--- config.mk ---
export PLATFORM = sky130hd
export DESIGN_NAME = edge_detect_mc
export DESIGN_NICKNAME = d
export VERILOG_FILES = /design/src/rtl/edge_detect_mc.sv
export SDC_FILE = /design/constraint.sdc
export NUM_CORES = 1
export LEC_CHECK = 0
export CAP_MARGIN = 20
export CORE_UTILIZATION = 62
export DETAILED_ROUTE_END_ITERATION = 10
export DONT_BUFFER_PORTS = 1
export GPL_TIMING_DRIVEN = 0
export PLACE_DENSITY = 0.78
export SLEW_MARGIN = 5
export SYNTH_ARGS = -nofsm -noshare
export SYNTH_HDL_FRONTEND = slang
export SYNTH_SLANG_ARGS = --single-unit
--- constraint.sdc ---
create_clock -name clk -period 1.8 [get_ports clk]
set_input_delay 0.09 -clock clk [delete_from_list [all_inputs] [get_ports clk]]
set_output_delay 0.09 -clock clk [all_outputs]
set_load 0.02 [all_outputs]
--- src/rtl/edge_detect_mc.sv ---
// ---------------------------------------------------------------------------
// edge_detect_mc
//
// Multi-channel edge detector for asynchronous level inputs. Each channel
// synchronises its raw input, filters out short glitches, and reports
// accepted transitions as registered one-cycle rise/down pulses. A
// mode-qualified event pulse drives a per-channel sticky flag and a
// saturating event counter. The OR of all sticky flags forms the interrupt.
//
// Parameters
//   CH           number of independent channels (>=1)
//   SYNC_STAGES  synchroniser flops per channel (>=2)
//   FILT_CYC     cycles a new synced level must hold before acceptance (>=1)
//   CNT_W        per-channel event counter width (>=1)
//
// Ports
//   clk     in   system clock, rising edge
//   rst_n   in   synchronous active-low reset
//   a       in   [CH]        asynchronous level inputs
//   mode    in   [2]         event select: 00 none, 01 rise, 10 fall, 11 both
//   clr     in   [CH]        per-channel clear of sticky and cnt (level)
//   rise    out  [CH]        one-cycle pulse on accepted 0->1
//   down    out  [CH]        one-cycle pulse on accepted 1->0
//   evt     out  [CH]        one-cycle pulse on accepted transition matching mode
//   sticky  out  [CH]        set by evt, held until clr
//   cnt     out  [CH*CNT_W]  channel i count at [i*CNT_W +: CNT_W], saturating
//   irq     out  1           OR of all sticky bits
// ---------------------------------------------------------------------------
module edge_detect_mc #(
    parameter int CH          = 4,
    parameter int SYNC_STAGES = 2,
    parameter int FILT_CYC    = 3,
    parameter int CNT_W       = 8
) (
    input  logic                clk,
    input  logic                rst_n,
    input  logic [CH-1:0]       a,
    input  logic [1:0]          mode,
    input  logic [CH-1:0]       clr,
    output logic [CH-1:0]       rise,
    output logic [CH-1:0]       down,
    output logic [CH-1:0]       evt,
    output logic [CH-1:0]       sticky,
    output logic [CH*CNT_W-1:0] cnt,
    output logic                irq
);

    // One extra bit beyond clog2 so the filter counter can never wrap.
    localparam int               FC_W    = $clog2(FILT_CYC) + 1;
    localparam logic [FC_W-1:0]  FC_LAST = FC_W'(FILT_CYC - 1);
    localparam logic [CNT_W-1:0] CNT_MAX = '1;

    typedef enum logic {
        STABLE_LO = 1'b0,
        STABLE_HI = 1'b1
    } filt_state_e;

    logic [SYNC_STAGES-1:0]    syncChain_q [CH];
    logic [CH-1:0]             syncLvl;
    filt_state_e               filtState_q [CH];
    filt_state_e               filtState_d [CH];
    logic [FC_W-1:0]           filtCnt_q   [CH];
    logic [FC_W-1:0]           filtCnt_d   [CH];
    logic [CH-1:0]             filtLvl;
    logic [CH-1:0]             filtLvl_d;
    logic [CH-1:0]             rise_q, rise_d;
    logic [CH-1:0]             down_q, down_d;
    logic [CH-1:0]             evt_q, evt_d;
    logic [CH-1:0]             sticky_q, sticky_d;
    logic [CH-1:0][CNT_W-1:0]  cnt_q, cnt_d;

    // Next-state logic for every channel. The glitch filter only accepts a
    // new synced level once it has differed from the filtered level for
    // FILT_CYC consecutive edges; any return to the filtered level restarts
    // the count. Pulses are derived from the filtered level changing on this
    // edge, so rise/down/evt all appear in the same cycle. When a clear and
    // an event coincide, the clear is applied first and the event is then
    // counted, so no event is ever lost.
    always_comb begin
        syncLvl   = '0;
        filtLvl   = '0;
        filtLvl_d = '0;
        rise_d    = '0;
        down_d    = '0;
        evt_d     = '0;
        sticky_d  = sticky_q;
        cnt_d     = cnt_q;
        for (int i = 0; i < CH; i++) begin
            syncLvl[i]     = syncChain_q[i][SYNC_STAGES-1];
            filtLvl[i]     = (filtState_q[i] == STABLE_HI);
            filtState_d[i] = filtState_q[i];
            filtCnt_d[i]   = '0;

            if (syncLvl[i] != filtLvl[i]) begin
                if (filtCnt_q[i] == FC_LAST) begin
                    filtState_d[i] = filtLvl[i] ? STABLE_LO : STABLE_HI;
                end else begin
                    filtCnt_d[i] = filtCnt_q[i] + FC_W'(1);
                end
            end

            filtLvl_d[i] = (filtState_d[i] == STABLE_HI);
            rise_d[i]    = filtLvl_d[i] & ~filtLvl[i];
            down_d[i]    = ~filtLvl_d[i] & filtLvl[i];
            evt_d[i]     = (mode[0] & rise_d[i]) | (mode[1] & down_d[i]);

            if (clr[i]) begin
                sticky_d[i] = evt_d[i];
                cnt_d[i]    = evt_d[i] ? CNT_W'(1) : '0;
            end else if (evt_d[i]) begin
                sticky_d[i] = 1'b1;
                if (cnt_q[i] != CNT_MAX) begin
                    cnt_d[i] = cnt_q[i] + CNT_W'(1);
                end
            end
        end
    end

    // All state registers, including the synchronisers. Reset clears every
    // channel, discarding any transition that was partway through the filter.
    always_ff @(posedge clk) begin
        if (!rst_n) begin
            for (int i = 0; i < CH; i++) begin
                syncChain_q[i] <= '0;
                filtState_q[i] <= STABLE_LO;
                filtCnt_q[i]   <= '0;
            end
            rise_q   <= '0;
            down_q   <= '0;
            evt_q    <= '0;
            sticky_q <= '0;
            cnt_q    <= '0;
        end else begin
            for (int i = 0; i < CH; i++) begin
                syncChain_q[i] <= {syncChain_q[i][SYNC_STAGES-2:0], a[i]};
                filtState_q[i] <= filtState_d[i];
                filtCnt_q[i]   <= filtCnt_d[i];
            end
            rise_q   <= rise_d;
            down_q   <= down_d;
            evt_q    <= evt_d;
            sticky_q <= sticky_d;
            cnt_q    <= cnt_d;
        end
    end

    assign rise   = rise_q;
    assign down   = down_q;
    assign evt    = evt_q;
    assign sticky = sticky_q;
    assign cnt    = cnt_q;
    assign irq    = |sticky_q;

endmodule

Yosys cells after proc, flatten, opt, wreduce, memory -nomap -nowiden
Memory sizes are Yosys's and may differ from the RTL's.
Index checks and enable logic that the tools add are counted.
- flip-flop bits (word level): 48
- RAM bits: 24
- input bits: 12
- output and inout bits: 49
- word-level logic and storage cells: 145
- memories kept: 3
- add/sub/neg operators: 8
- eq/ne operators: 12
- muxes and demuxes: 58
- bitwise gates (word level): 40
- reduce and logical (&&, ||, !) cells: 13
- memory list (name ; words ; width ; read ports ; clocked after memory_dff ; wr ports ; RTL line ; RTL):
    filtCnt_q ; 4 ; 3 ; 4 ; 0 ; 4 ; 62 ; logic [FC_W-1:0] filtCnt_q [CH];
    syncChain_q ; 4 ; 2 ; 4 ; 0 ; 4 ; 58 ; logic [SYNC_STAGES-1:0] syncChain_q [CH];
    filtState_q ; 4 ; 1 ; 4 ; 0 ; 4 ; 60 ; filt_state_e filtState_q [CH];
- operator list (operator ; number):
    2-to-1 mux 8 bit ; 12
    2-to-1 mux 3 bit ; 12
    adder 8 x 1 -> 8 bit, second input constant ; 4
    inequality test 8 bit, second input constant ; 4
    2-to-1 mux 1 bit ; 30
    AND 1 bit ; 16
    OR 1 bit ; 16
    nonzero test 2 bit ; 8
    adder 3 x 1 -> 3 bit, second input constant ; 4
    == test 3 x 2 -> 1 bit, second input constant ; 4
    2-to-1 mux 2 bit ; 4
    inverter 1 bit ; 8
    AND reduction 2 bit ; 4
    inequality test 1 bit ; 4
    OR reduction 4 bit ; 1

Logic depth before layout (Yosys ltp)
Gate-level depths: netlist of run 1.
- depth after elaboration: 9
- mapped depth: 7
- gate-level depth less buffers: 6

Worst setup path before layout of run 1
Ideal clock, no wire load.
- kind: register -> register
- from: register cnt_q, in the netlist cnt[26]
- to: register cnt_q, in the netlist cnt[31]
- library setup time: 70 ps
- arrival time: 1509 ps
- required time: 1730 ps
- path slack: 221 ps
- cell stages (with the launch flop): 5
- buffers on the path: 0
- period minus slack after synthesis: 1579 ps
- path through: dfxtp_1 -> and4_1 -> nand4_1 -> or4_1 -> a21oi_1
- word-level cells in the longest chain between the ends: 4
- elaborated cells on any way between the ends: 7
- those cells by class: 1 x add/sub; 1 x eq/ne; 3 x mux; 2 x reduce/logical
- ends and longest elaborated chain (item ; RTL line ; RTL):
    from (decl) ; 70 ; logic [CH-1:0][CNT_W-1:0] cnt_q, cnt_d;
    from (signal assigned) ; 143 ; cnt_q <= cnt_d;
    adder 8 x 1 -> 8 bit ; 113 ; cnt_d[i] = cnt_q[i] + CNT_W'(1);
    2-to-1 mux 8 bit ; 112 ; if (cnt_q[i] != CNT_MAX) begin
    2-to-1 mux 8 bit ; 110 ; end else if (evt_d[i]) begin
    2-to-1 mux 8 bit ; 107 ; if (clr[i]) begin
Several ways; a longest one is shown, not always the timed one. The select of a mux whose other input is x is not followed.
A chain may end at the register's enable or synchronous reset.

Worst setup path in the final report of run 1
- from: register cnt_q, in the netlist cnt[29]
- to: register cnt_q, in the netlist cnt[31]
Same word-level chain as after synthesis.

==> results of run 1 <==
[Yosys cell counts, types with 5 or more instances]
| library cell | instances | area share [%] |
|---|---|---|
| dfxtp_1 | 72 | 46 |
| o311ai_0 | 10 | 2.8 |
| nand2_1 | 28 | 3.4 |
| mux2i_1 | 5 | 1.6 |
| and3_1 | 9 | 1.8 |
| o21ai_0 | 8 | 1.3 |
| nor2b_1 | 13 | 2.6 |
| or4_1 | 10 | 2.4 |
| inv_1 | 17 | 2.0 |
| nand3_1 | 12 | 1.9 |
| ha_1 | 12 | 4.8 |
| o41ai_1 | 13 | 3.6 |
| o211ai_1 | 11 | 2.6 |
| nor3_1 | 5 | 0.80 |
| nand2b_1 | 8 | 1.6 |
| nor2_1 | 19 | 2.3 |
| o31ai_1 | 9 | 2.2 |
| a21oi_1 | 11 | 1.8 |
| nand4_1 | 5 | 1.0 |
| and3b_1 | 8 | 2.2 |
| and2_1 | 9 | 1.8 |
[cell families (layout without fill, tap and decap cells)]
logic type / after synthesis / after routing / synth area share [%]
fa+ha+maj: 12 / 12 / 4.81
compound gates: 84 / 84 / 19.8
mux: 5 / 5 / 1.60
flops: 72 / 72 / 46.2
simple gates: 137 / 137 / 24.5
xor+xnor: 1 / 1 / 0.281
buf+inv: 23 / 49 / 2.85
[state kept, by name (all words and copies together), names as in the netlist]
signal,count
cnt,32
filtCnt_q,12
syncChain_q,8
sticky,4
rise,4
filtState_q,4
evt,4
down,4
[power groups by stage]
stage               Sequential [mW]  Clock (mW)  Combinational (mW)
floorplan                      1.65           0              0.0474
global placement               1.65           0              0.0613
detailed placement             1.65           0              0.0627
CTS                            1.61        1.21              0.0757
global route                   1.61        1.27              0.0858
finish                         1.61        1.19              0.0778
[worst register-to-register path: cells and delay by family, from the launching register on]
family	cells	cell delay, ps
simple gates	3	990
compound gates	1	140
flops	1	520
[final cells by class]
cell class	instances	area [um2]
Buffer	6	30.0
Sequential cell	72	1450
Tap cell	67	83.8
Fill cell	367	1260
Multi-Input combinational cell	239	1630
Clock inverter	4	45.0
Inverter	17	63.8
Timing Repair Buffer	10	92.6
Clock buffer	12	135
[what timing repair did]
action,in CTS,in global routing
endpoints found under the setup margin,2,30
buffers inserted,0,3
pin swaps,0,3
gates cloned,0,0
hold buffers,7,0
resized for setup,1,23
hold endpoints to repair,10,0
[path summary, 6_finish.rpt]
check | start | to | cells past startpoint | slack, ps
worst max-delay path | cnt[29] | cnt[31] | 4 | 90
worst min-delay path | clr[3] | cnt[24] | 2 | 5
worst max register to register | cnt[29] | cnt[31] | 4 | 90
worst min register to register | syncChain_q[1][0] | syncChain_q[1][1] | 1 | 430
[per-layer routing]
metal | GRT usage [%] | up-vias | wire, um
met5 | 0 | - | 0
met4 | 11.3 | 0 | 99
met3 | 6.63 | 9 | 424
met2 | 43.0 | 83 | 3080
met1 | 31.9 | 1206 | 2930
li1 | - | 1295 | -
[stage by stage]
step                power [mW]  cells  area [um2]  hold WS [ps]
finish                    2.88    427        3530          5.11
global placement          1.71    401        3210           219
floorplan                 1.69    334        3120           217
detailed placement        1.71    401        3210           222
global route              2.97    427        3530          12.7
CTS                       2.90    424        3460          3.90
==> metrics.md, run 1 <==
| Metric | Value |
|---|---|
| CTS tree | built |
| Vias per cell | 6.07 |
| Clock sink count | 72 |
| Maximum VDD drop | 854 uV |
| Initial antenna violation count | 0 |
| Worst Skew | 10.6 ps |
| Clock slew at reported path FFs | 70 ps |
| Iter 0 DRT Violations | 145 |
| Library cells used by synthesis | 40 |
| Gpl congestion | 0.826 |
| #FFs+latches synth | 72 |
| Outcome | finished clean |
| Crit path largest cell delay | 530 ps |
| # H-tree levels | 3 |
| Most common cell after layout, fill and taps aside | dfxtp_1 |
| Die Y | 73.0 um |
| Setup TNS | 0 ps |
| CTS max path bufs | 2 |
| Critical path arrival | 1980 ps |
| Number of global-route vias before repair | 2411 |
| Asr flop ratio synth | 0% |
| Syn. warnings | 0 |
| Skew-Pair Late Insertion Delay | 340 ps |
| Synthesized Nets | 358 |
| Worst-Margin Slew | 570 ps |
| Final Max Tran Viols | 0 |
| Pre-antenna DRT Iters | 4 |
| Startpoint class of the critical path | flip-flop |
| Clock power share | 41.4% |
| Overflow after GRT | 0 |
| Post-layout nets | 379 |
| Most frequent cells in the layout | dfxtp_1, nand2_1, inv_1 |
| Global-route wire length before repair | 10.7 mm |
| Internal | 2.27 mW |
| Worst path bufs/invs | 0 |
| Mapped Area | 3120 um2 |
| Worst setup path class | flip-flop to flip-flop |
| Final hold vios | 0 |
| Port bufs | 0 |
| Endpoints failing setup | 0 |
| DR DRC count | 0 |
| Sequential element share of the synthesized area | 46.2% |
| Hold Crit Class | input pin to flip-flop |
| Gate Count Post-Synth | 334 |
| Post-layout util | 73.7% |
| CP Max Fanout | 5 |
| Final Cycle Share | 95.2% |
| Cell at the slowest stage of the critical path | or4_1 |
| Ratio of cells with drive above 1 in the final layout | 10.3% |
| Starting Density | 65.2% |
| Number of antenna diodes | 0 |
| Pwr/cell area | 817 nW/um2 |
| Number of core rows | 25 |
| RSZ-0062 raised after global routing | no |
| Ports | 61 |
| Die area | 5320 um2 |
| Setup ws final | 86.6 ps |
| Core Area | 4790 um2 |
| GRT Total Usage | 25.9% |
| CTS Buf Count | 9 |
| Number of synthesized flops with an enable pin | 0 |
| Synthesis-to-layout area growth | 12.9% |
| Comb pwr share | 2.7% |
| Placement Setup Slack | -13.2 ps |
| Sequential Power Share | 55.9% |
| Endpoint class of the critical path | flip-flop |
| Switching part of the total | 21.2% |
| Prevailing post-synth register cell | dfxtp_1 |
| Final WL | 6.54 mm |
| Vias | 2593 |
| Die W | 73.0 um |
| Post-DP HPWL | 4.47 mm |
| Antenna viol nets, final | 0 |
| Worst Path Required | 2070 ps |
| Largest net degree at the start of global routing | 12 |
| Peak Freq | 584 MHz |
| Worst path cell trace | and4_1 -> nand4_1 -> or4_1 -> a21oi_1 |
| Rel. slew slack | 61.8% |
| WL per Instance | 15.3 um |
| P_leak | 1.29 nW |
| Final Critical Period | 1710 ps |
| CP delay by family, top | simple AND/OR/NAND/NOR gates |
| Root buf cell | clkbuf_8 |
| Switching pwr | 0.611 mW |
| Max-cap violation count | 0 |
| Post-Syn Area per Cell | 9.35 um2 |
No activity file was read; power rests on OpenSTA's default activity.
==> run 2: changes to the inputs <==
--- a/config.mk
+++ b/config.mk
@@ -10,7 +10,7 @@
 export DETAILED_ROUTE_END_ITERATION = 10
 export DONT_BUFFER_PORTS = 1
 export GPL_TIMING_DRIVEN = 0
-export PLACE_DENSITY = 0.78
+export PLACE_DENSITY = 0.88
 export SLEW_MARGIN = 5
 export SYNTH_ARGS = -nofsm -noshare
 export SYNTH_HDL_FRONTEND = slang
==> constraint.sdc (replaced) <==
create_clock -name clk -period 1.9 [get_ports clk]
set_input_delay 0.095 -clock clk [delete_from_list [all_inputs] [get_ports clk]]
set_output_delay 0.095 -clock clk [all_outputs]
set_load 0.02 [all_outputs]
==> metrics.md, run 2 (synthesized netlist as in run 1, its figures left out) <==
| Metric | Value |
|---|---|
| Outcome | finished clean (unchanged) |
| Max-cap violation count | 0 (unchanged) |
| Synthesis-to-layout area growth | 12.6% (was 12.9%) |
| Vias per cell | 6.33 (was 6.07) |
| CTS Buf Count | 9 (unchanged) |
| R2R Path Start | cnt[26] (was cnt[29]) |
| Clock slew at reported path FFs | 70 ps (about the same) |
| Maximum VDD drop | 594 uV (was 854 uV) |
| Gpl congestion | 0.885 (was 0.826) |
| Clock sink count | 72 (unchanged) |
| Met3 GRT Util | 8.15% (was 6.63%) |
| Number of core rows | 25 (unchanged) |
| Filler cell count | 362 (was 367) |
| Largest register FFs | 32 (unchanged) |
| Iter 0 DRT Violations | 124 (was 145) |
| CTS max path bufs | 2 (unchanged) |
| Largest net degree at the start of global routing | 13 (was 12) |
| Min-delay src | rst_n (was clr[3]) |
| RSZ-0062 raised after global routing | no (unchanged) |
| Hold Crit Class | input pin to flip-flop (unchanged) |
| Ratio of cells with drive above 1 in the final layout | 8.10% (was 10.3%) |
| WL per Instance | 15.7 um (was 15.3 um) |
| Startpoint class of the critical path | flip-flop (unchanged) |
| Post-layout nets | 377 (was 379) |
| Die Y | 73.0 um (unchanged) |
| Most Crowded Layer GR | met2 (unchanged) |
| Core Area | 4790 um2 (unchanged) |
| Pre-antenna DRT Iters | 5 (was 4) |
| R2r setup slk | 100 ps (was 90 ps) |
| Most frequent cells in the layout | dfxtp_1, nand2_1, inv_1 (unchanged) |
| Ports | 61 (unchanged) |
| GRT Total Usage | 27.2% (was 25.9%) |
| Number of global-route vias before repair | 2433 (was 2411) |
| Met1 Use GR | 31.6% (was 31.9%) |
| Endpoint class of the critical path | flip-flop (unchanged) |
| Setup TNS | 0 ps (unchanged) |
| Final Critical Period | 1800 ps (was 1710 ps) |
| CP Max Fanout | 8 (was 5) |
| Hold Path End | cnt[25] (was cnt[24]) |
| Port bufs | 0 (unchanged) |
| Final Cycle Share | 94.6% (was 95.2%) |
| Initial antenna violation count | 0 (unchanged) |
| Skew-Pair Late Insertion Delay | 340 ps (about the same) |
| Hold depth | 2 (unchanged) |
| Placed instance count | 401 (unchanged) |
| Worst Path Required | 2170 ps (was 2070 ps) |
| Critical path arrival | 2070 ps (was 1980 ps) |
| Number of antenna diodes | 0 (unchanged) |
| Root buf cell | clkbuf_8 (unchanged) |
| Worst reg-to-reg path cell count | 4 (unchanged) |
| Vias | 2690 (was 2593) |
| Peak Freq | 556 MHz (was 584 MHz) |
| Endpoints failing setup | 0 (unchanged) |
| Die W | 73.0 um (unchanged) |
| # H-tree levels | 3 (unchanged) |
| Rel. slew slack | 60.7% (was 61.8%) |
| Final hold vios | 0 (unchanged) |
| Worst Skew | 5.68 ps (was 10.6 ps) |
| Post-layout util | 73.5% (was 73.7%) |
| Reg2reg end | cnt[31] (unchanged) |
| Overflow after GRT | 0 (unchanged) |
| DR DRC count | 0 (unchanged) |
| Met2 GRT Util | 44.8% (was 43.0%) |
| Power, Total | 2.93 mW (was 2.88 mW) |
| Antenna viol nets, final | 0 (unchanged) |
| Worst setup path class | flip-flop to flip-flop (unchanged) |
| Post-DP HPWL | 4.50 mm (was 4.47 mm) |
| Final Max Tran Viols | 0 (unchanged) |
| Final WL | 6.69 mm (was 6.54 mm) |
| Worst-Margin Slew | 587 ps (was 570 ps) |
| Die area | 5320 um2 (unchanged) |
| Global-route wire length before repair | 11.0 mm (was 10.7 mm) |
| CTS tree | built (unchanged) |
| Post-CTS Setup Inserts | 0 (unchanged) |
| Pwr/cell area | 833 nW/um2 (was 817 nW/um2) |
| Post-Layout Cell Count | 425 (was 427) |
| Most common cell after layout, fill and taps aside | dfxtp_1 (unchanged) |
| Starting Density | 65.2% (unchanged) |
| P_leak | 1.29 nW (about the same) |
## run 2: worst max path at each step
stage                    startpoint       to  slack [ps]  cells after the start
CTS                         cnt[24]  cnt[24]          60                      5
detailed placement          cnt[24]  cnt[24]          60                      5
global placement            cnt[24]  cnt[24]         130                      5
floorplan                   cnt[26]  cnt[31]         320                      4
global route        filtCnt_q[2][0]  cnt[22]           6                      7
finish                      cnt[26]  cnt[31]         100                      4
## run 2: final cells by class
class	count	area, um2	area share [%]
repair buffers	8	80.1	2.28
multi-input cells	239	1600	45.5
well taps	67	83.8	2.38
plain buffers	6	25.0	0.712
clock inverters	5	80.1	2.28
clock buffers	11	141	4.02
flip-flops and latches	72	1440	41.0
inverters	17	63.8	1.81
## run 2: power by group
part	leakage (nW)	switching, mW	total [mW]	internal (mW)
logic	0.603	0.0439	0.0751	0.0312
registers	0.582	0.00664	1.53	1.52
clock network	0.106	0.556	1.33	0.773
total	1.29	0.606	2.93	2.32
## run 2: stage by stage
stage	area (um2)	setup slack [ps]	hold slack, ps
floorplan	3120	321	222
global placement	3210	125	225
detailed placement	3210	64.7	226
CTS	3510	61.8	10.9
global route	3520	5.86	49.7
finish	3520	103	32.5
## run 2: worst max-delay path, stage by stage (launching register included)
cell	delay, ps
dfxtp_1	580
and4_1	330
nand4_1	130
or4_1	530
a21oi_1	160
## run 2: what timing repair did
item                       in CTS  in global routing
gates resized for setup         0                  8
setup endpoints to repair       0                 14
hold buffers                    8                  0
hold endpoints to repair       14                  0
## run 2: per-layer routing
metal	vias up	part of all wire, %	wire length, um
li1	1293	-	-
met1	1255	43	2880
met2	118	47	3140
met3	24	6.5	434
met4	0	3.3	223
met5	-	0	0
